`config.mk`:
```
export PLATFORM = sky130hd
export DESIGN_NAME = result_writer
export DESIGN_NICKNAME = d
export VERILOG_FILES = /design/src/rtl/result_writer.sv
export SDC_FILE = /design/constraint.sdc
export NUM_CORES = 1
export LEC_CHECK = 0
export ABC_CLOCK_PERIOD_IN_PS = 4880
export BUFFER_PORTS_ARGS = -buffer_cell sky130_fd_sc_hd__buf_2
export CAP_MARGIN = 10
export CORE_ASPECT_RATIO = 1.4
export CORE_MARGIN = 5
export CORE_UTILIZATION = 57
export CTS_CLUSTER_DIAMETER = 60
export DETAILED_ROUTE_END_ITERATION = 6
export PLACE_DENSITY = 0.84
export SYNTH_ARGS = -nofsm -noshare
export SYNTH_HDL_FRONTEND = slang
export SYNTH_SLANG_ARGS = --single-unit
```
`constraint.sdc`:
```
create_clock -name clk -period 4.88 [get_ports clk]
set_clock_uncertainty 0.1 [all_clocks]
set_input_delay 0.244 -clock clk [delete_from_list [all_inputs] [get_ports clk]]
set_output_delay 0.244 -clock clk [all_outputs]
set_load 0.1 [all_outputs]
```
`src/rtl/result_writer.sv`:
```
// Write-back stage: takes wide result vectors from the PE array and streams them
// one byte per cycle into the output buffer over startAddr..finalAddr.
module result_writer #(
    parameter int MaxWidth  = 9,
    parameter int Depth     = 32,
    parameter int DataWidth = 8,
    parameter int AddrWidth = $clog2(Depth),
    parameter int IdxWidth  = $clog2(MaxWidth)
) (
    input  logic                          clk,
    input  logic                          rst,
    input  logic                          writeStart,
    input  logic [AddrWidth-1:0]          startAddr,
    input  logic [AddrWidth-1:0]          finalAddr,
    input  logic                          vecValid,
    output logic                          vecReady,
    input  logic [MaxWidth*DataWidth-1:0] dataIn,
    output logic                          writeEn,
    output logic [AddrWidth-1:0]          writeAddr,
    output logic [DataWidth-1:0]          writeData,
    output logic                          busy,
    output logic                          finished
);

    typedef enum logic [1:0] {
        IDLE,
        WAIT_VEC,
        WRITE,
        DONE
    } state_t;

    state_t                        state;
    state_t                        nextState;
    logic [AddrWidth-1:0]          ptr;
    logic [AddrWidth-1:0]          endAddr;
    logic [IdxWidth-1:0]           idx;
    logic [MaxWidth*DataWidth-1:0] vecReg;
    logic [DataWidth-1:0]          laneData;
    logic                          jobStart;
    logic                          vecAccept;
    logic                          lastAddr;
    logic                          lastLane;

    assign vecReady = (state == WAIT_VEC);
    assign busy     = (state != IDLE);
    assign lastAddr = (ptr == endAddr);
    assign lastLane = (idx == IdxWidth'(MaxWidth - 1));
    assign laneData = vecReg[int'(idx)*DataWidth +: DataWidth];

    // NOTE: every signal written here gets a default first, so no path can infer a latch.
    always_comb begin
        nextState = state;
        jobStart  = 1'b0;
        vecAccept = 1'b0;
        case (state)
            IDLE: begin
                if (writeStart) begin
                    jobStart  = 1'b1;
                    nextState = (startAddr <= finalAddr) ? WAIT_VEC : DONE;
                end
            end
            WAIT_VEC: begin
                if (vecValid) begin
                    vecAccept = 1'b1;
                    nextState = WRITE;
                end
            end
            WRITE: begin
                if (lastAddr) begin
                    nextState = DONE;
                end else if (lastLane) begin
                    nextState = WAIT_VEC;
                end
            end
            DONE:    nextState = IDLE;
            default: nextState = IDLE;
        endcase
    end

    // NOTE: sequential state uses non-blocking assignments so all flops update from pre-edge values.
    always_ff @(posedge clk or posedge rst) begin
        if (rst) begin
            state <= IDLE;
        end else begin
            state <= nextState;
        end
    end

    always_ff @(posedge clk or posedge rst) begin
        if (rst) begin
            ptr       <= '0;
            endAddr   <= '0;
            idx       <= '0;
            writeEn   <= 1'b0;
            writeAddr <= '0;
            writeData <= '0;
            finished  <= 1'b0;
        end else begin
            writeEn <= (state == WRITE);
            if (jobStart) begin
                ptr      <= startAddr;
                endAddr  <= finalAddr;
                finished <= 1'b0;
            end
            if (vecAccept) begin
                idx <= '0;
            end
            if (state == WRITE) begin
                writeAddr <= ptr;
                writeData <= laneData;
                idx       <= idx + IdxWidth'(1);
                // ptr parks on endAddr so the address never wraps past the job
                if (!lastAddr) begin
                    ptr <= ptr + AddrWidth'(1);
                end
            end
            if (state == DONE) begin
                finished <= 1'b1;
            end
        end
    end

    // NOTE: vector holding register is pure datapath; the FSM says when it is valid, so it needs no reset.
    always_ff @(posedge clk) begin
        if (vecAccept) begin
            vecReg <= dataIn;
        end
    end

endmodule

```
==> run summary <==
CRITICAL PATH
--------------------------------------------------------------------------------------------------------
Max stage delay cell, worst path                                                            sky130_fd_sc_hd__nor3_1
Stage delay of the slowest cell on the critical path                                             1.02 ns
Cell family with the largest share of critical-path delay                                   simple AND/OR/NAND/NOR gates
Launching element type of the critical path                                                         flop
Kind of end point of the critical path                                                              flop
Crit path arrival time                                                                           2.86 ns
Worst-path maximum fanout                                                                             26
Critical path class                                                                           reg -> reg
Critical path data required time                                                                 5.09 ns
Combined buffer and inverter count along the critical path                                             0
Crit path cell chain                                                                        nand2b_1, nor3_1, a22oi_1, nand2_1

CELLS AND AREA
--------------------------------------------------------------------------------------------------------
Number of standard cells in the final layout excluding fillers                                       557
Area added between synthesis and finish                                                           36.64%
Fraction of the core area covered by cells at the end of the flow                                 79.17%
Antenna diode instance count                                                                           0
Final nets                                                                                           549
Cell area after layout                                                                         5791 um^2
Layout cell share with drive strength beyond 1                                                    31.96%

TIMING
--------------------------------------------------------------------------------------------------------
Final worst-path setup slack                                                                    2.230 ns
Hold slack                                                                                    0.05759 ns
Setup repair after global routing missed its margin                                                   no
Final setup violation count                                                                            0
Total Neg Setup Slack                                                                               0 ns
Final cycle utilization of the critical path                                                      54.30%
Final number of hold-violating endpoints                                                               0
Maximum clock frequency                                                                        377.4 MHz
Pin slew with the least headroom to its limit                                                   1.161 ns
Min Tclk post-route                                                                             2.650 ns
Final count of pins violating max slew                                                                 0
Slew Limit Headroom                                                                               22.49%

DRT
--------------------------------------------------------------------------------------------------------
Number of design-rule violations left by the first detailed-router iteration                         296
DRC Markers                                                                                            0
ANT nets after route                                                                                   0
Via count                                                                                           3109
Routed length per instance                                                                      20.18 um
First drt pass iteration count                                                                         4
Via count normalized by instance count                                                             5.582
Total detailed-routing wirelength                                                               11.24 mm

GRT
--------------------------------------------------------------------------------------------------------
GRT Util Overall                                                                                  25.84%
Via count of the first global-routing pass                                                          3333
Number of antenna violations at the first check in global routing                                      0
Met2 track demand over resource                                                                   43.52%
Total congestion overflow after global routing                                                         0
GR met1 Demand/Resource                                                                           32.38%
GR peak layer                                                                                       met2
Global-route wire length before repair                                                          18.04 mm
Pin count of the biggest net entering global routing                                                  56
Met3 track demand over resource in global routing                                                 7.342%

PLACE
--------------------------------------------------------------------------------------------------------
IO Port Bufs                                                                                         102
Detailed placement HPWL                                                                         5.894 mm
Total instance count after detailed placement                                                        467
Pre-CTS worst setup slack                                                                       2.358 ns
Cell area after placement                                                                      4846 um^2
Last weighted congestion value of the routability-driven placer                                   0.8614

CLOCK NETWORK
--------------------------------------------------------------------------------------------------------
Total CTS buffers                                                                                      9
Number of setup buffers added after CTS                                                                0
Insertion delay to the later sink of the worst-skew pair                                         0.37 ns
Bufs on Longest Clock Path                                                                             2
Root buffer selected by CTS                                                                 sky130_fd_sc_hd__clkbuf_8
Number of clock sinks seen by CTS                                                                    103
Depth of the CTS H-tree                                                                                3
CTS tree                                                                                             yes
Post-CTS clock slew at the launch and capture registers of the worst setup and hold paths        0.10 ns

SYNTH
--------------------------------------------------------------------------------------------------------
Number of instances in the synthesized netlist                                                       276
Main area contributors after synthesis                                                      sky130_fd_sc_hd__edfxtp_1 51%, sky130_fd_sc_hd__dfrtp_1 18%, sky130_fd_sc_hd__mux4_2 8.5%, sky130_fd_sc_hd__nand2_1 3.5%, sky130_fd_sc_hd__a22oi_1 2.8%
Number of nets in the synthesized netlist                                                            370
Number of flops mapped to enable cells by yosys                                                       72
Portion of synthesized cell area occupied by the leading cell type                                51.02%
Commonest register cell after synthesis                                                     sky130_fd_sc_hd__edfxtp_1
Proportion of synthesized chip area in sequential cells                                           69.32%
Most common cell in the netlist                                                             sky130_fd_sc_hd__edfxtp_1
Number of library cell types mapped by synthesis                                                      41
Yosys warning total                                                                                    0
Most area-hungry cell type in the Yosys netlist                                             sky130_fd_sc_hd__edfxtp_1
Post-synthesis instance area                                                                   4238 um^2
Synth async-reset ratio                                                                           30.10%
Most used standard cells in the synthesized netlist                                         72 x sky130_fd_sc_hd__edfxtp_1, 39 x sky130_fd_sc_hd__nand2_1, 31 x sky130_fd_sc_hd__dfrtp_1
Average instance area after synthesis                                                         15.35 um^2
Count of state elements after synthesis                                                              103

PWR
--------------------------------------------------------------------------------------------------------
Clock group share of total power                                                                   16.7%
Sequential share of power                                                                          40.8%
PD cells                                                                                    569.0 nW/um^2
Proportion of total power due to net switching                                                    44.09%
Switching power total                                                                           1.453 mW
Peak ir drop on the vdd network                                                                0.4469 mV
Internal power of the cells                                                                     1.842 mW
Final Power                                                                                     3.295 mW
Logic gate share of total power                                                                    42.5%
Pleak                                                                                           2.382 nW

OUTCOME
--------------------------------------------------------------------------------------------------------
Outcome                                                                                        completed

FLOORPLAN
--------------------------------------------------------------------------------------------------------
Initial cell density of the core                                                                  57.94%
Area of the die                                                                                9284 um^2
Die H                                                                                           112.0 um
Number of placed I/O pins                                                                            103
Row count                                                                                             37
DIE WIDTH                                                                                       82.88 um
Placeable core region                                                                          7315 um^2

FLOW RUN
--------------------------------------------------------------------------------------------------------
Max-cap violations                                                                                     0

HOLD PATH
--------------------------------------------------------------------------------------------------------
Tightest Hold Check Type                                                                       in -> reg

==> power by group through the flow <==
stage	registers [mW]	clock network, mW	logic (mW)
final	1.34	0.551	1.40
after global routing	1.37	0.603	1.50
after CTS	1.33	0.549	1.37
after detailed placement	1.34	0	1.33
after global placement	1.33	0	1.30
after floorplan	1.70	0	0.697
==> worst reg2reg max path, cell delays in order, from the launching register on <==
cell and delay [ns]:
sky130_fd_sc_hd__dfrtp_1 0.46, sky130_fd_sc_hd__nand2b_1 0.62, sky130_fd_sc_hd__nor3_1 1.03, sky130_fd_sc_hd__a22oi_1 0.25, sky130_fd_sc_hd__nand2_1 0.14
==> path summary, 6_finish.rpt <==
check                                           from                        to  slack, ns  cells after the start
worst max-delay path            state[0]$_DFFE_PP0P_  writeData[0]$_DFFE_PP0P_       2.23                      4
worst min-delay path                    startAddr[4]          ptr[4]$_DFF_PP0_       0.06                      2
worst max register to register  state[0]$_DFFE_PP0P_  writeData[0]$_DFFE_PP0P_       2.23                      4
worst min register to register  vecReg[66]$_DFFE_PP_  writeData[2]$_DFFE_PP0P_       0.38                      2
max in group asynchronous                        rst        idx[1]$_DFFE_PP0P_       4.00                      4
min in group asynchronous                        rst          ptr[2]$_DFF_PP0_       0.39                      4
==> per-layer routing <==
layer  up-vias  part of all wire (%)
met1      1515                    38
met2       174                    53
li1       1395                     -
met3        25                   7.5
met5         -                     0
met4         0                   2.4
==> flip-flops by register name (all words and copies together), names as in the netlist <==
signal and flops:
writeData 8, idx 4, writeEn 1, endAddr 5
finished 1, vecReg 72, state 2, writeAddr 5
ptr 5
==> kinds of logic after synthesis <==
kind of cell,after synthesis,share of synthesized area (%)
buffers and inverters,24,2.244
multiplexers,19,9.241
adder cells (fa/ha/maj),8,2.362
flip-flops,103,69.32
XOR/XNOR,5,1.033
AND/OR/NAND/NOR,69,8.060
AO/OA/AOI/OAI,48,7.736
==> cell usage in the layout, fill, tap and decap left out, types with 12 or more instances in the layout <==
| master | synthesis | routed |
|---|---|---|
| sky130_fd_sc_hd__buf_2 | 4 | 102 |
| sky130_fd_sc_hd__mux4_2 | 16 | 16 |
| sky130_fd_sc_hd__nand2_1 | 39 | 39 |
| sky130_fd_sc_hd__inv_1 | 13 | 12 |
| sky130_fd_sc_hd__a22oi_1 | 16 | 16 |
| sky130_fd_sc_hd__edfxtp_1 | 72 | 72 |
| sky130_fd_sc_hd__dfrtp_1 | 31 | 31 |
| sky130_fd_sc_hd__dlygate4sd3_1 | 0 | 74 |
==> layout make-up <==
| class | count | area [um^2] |
|---|---|---|
| fill | 411 | 1524 |
| tap | 97 | 121.4 |
| timing repair buffer | 179 | 1274 |
| clock inverter | 7 | 80.08 |
| clock buffer | 9 | 123.9 |
| sequential | 103 | 2938 |
| inverter | 13 | 48.80 |
| multi-input combinational | 149 | 1205 |
==> timing repair <==
item,CTS,global route
hold endpoints to repair,104,0
resized for setup,0,0
hold buffers,74,0
No activity file was read; power rests on OpenSTA's default activity.
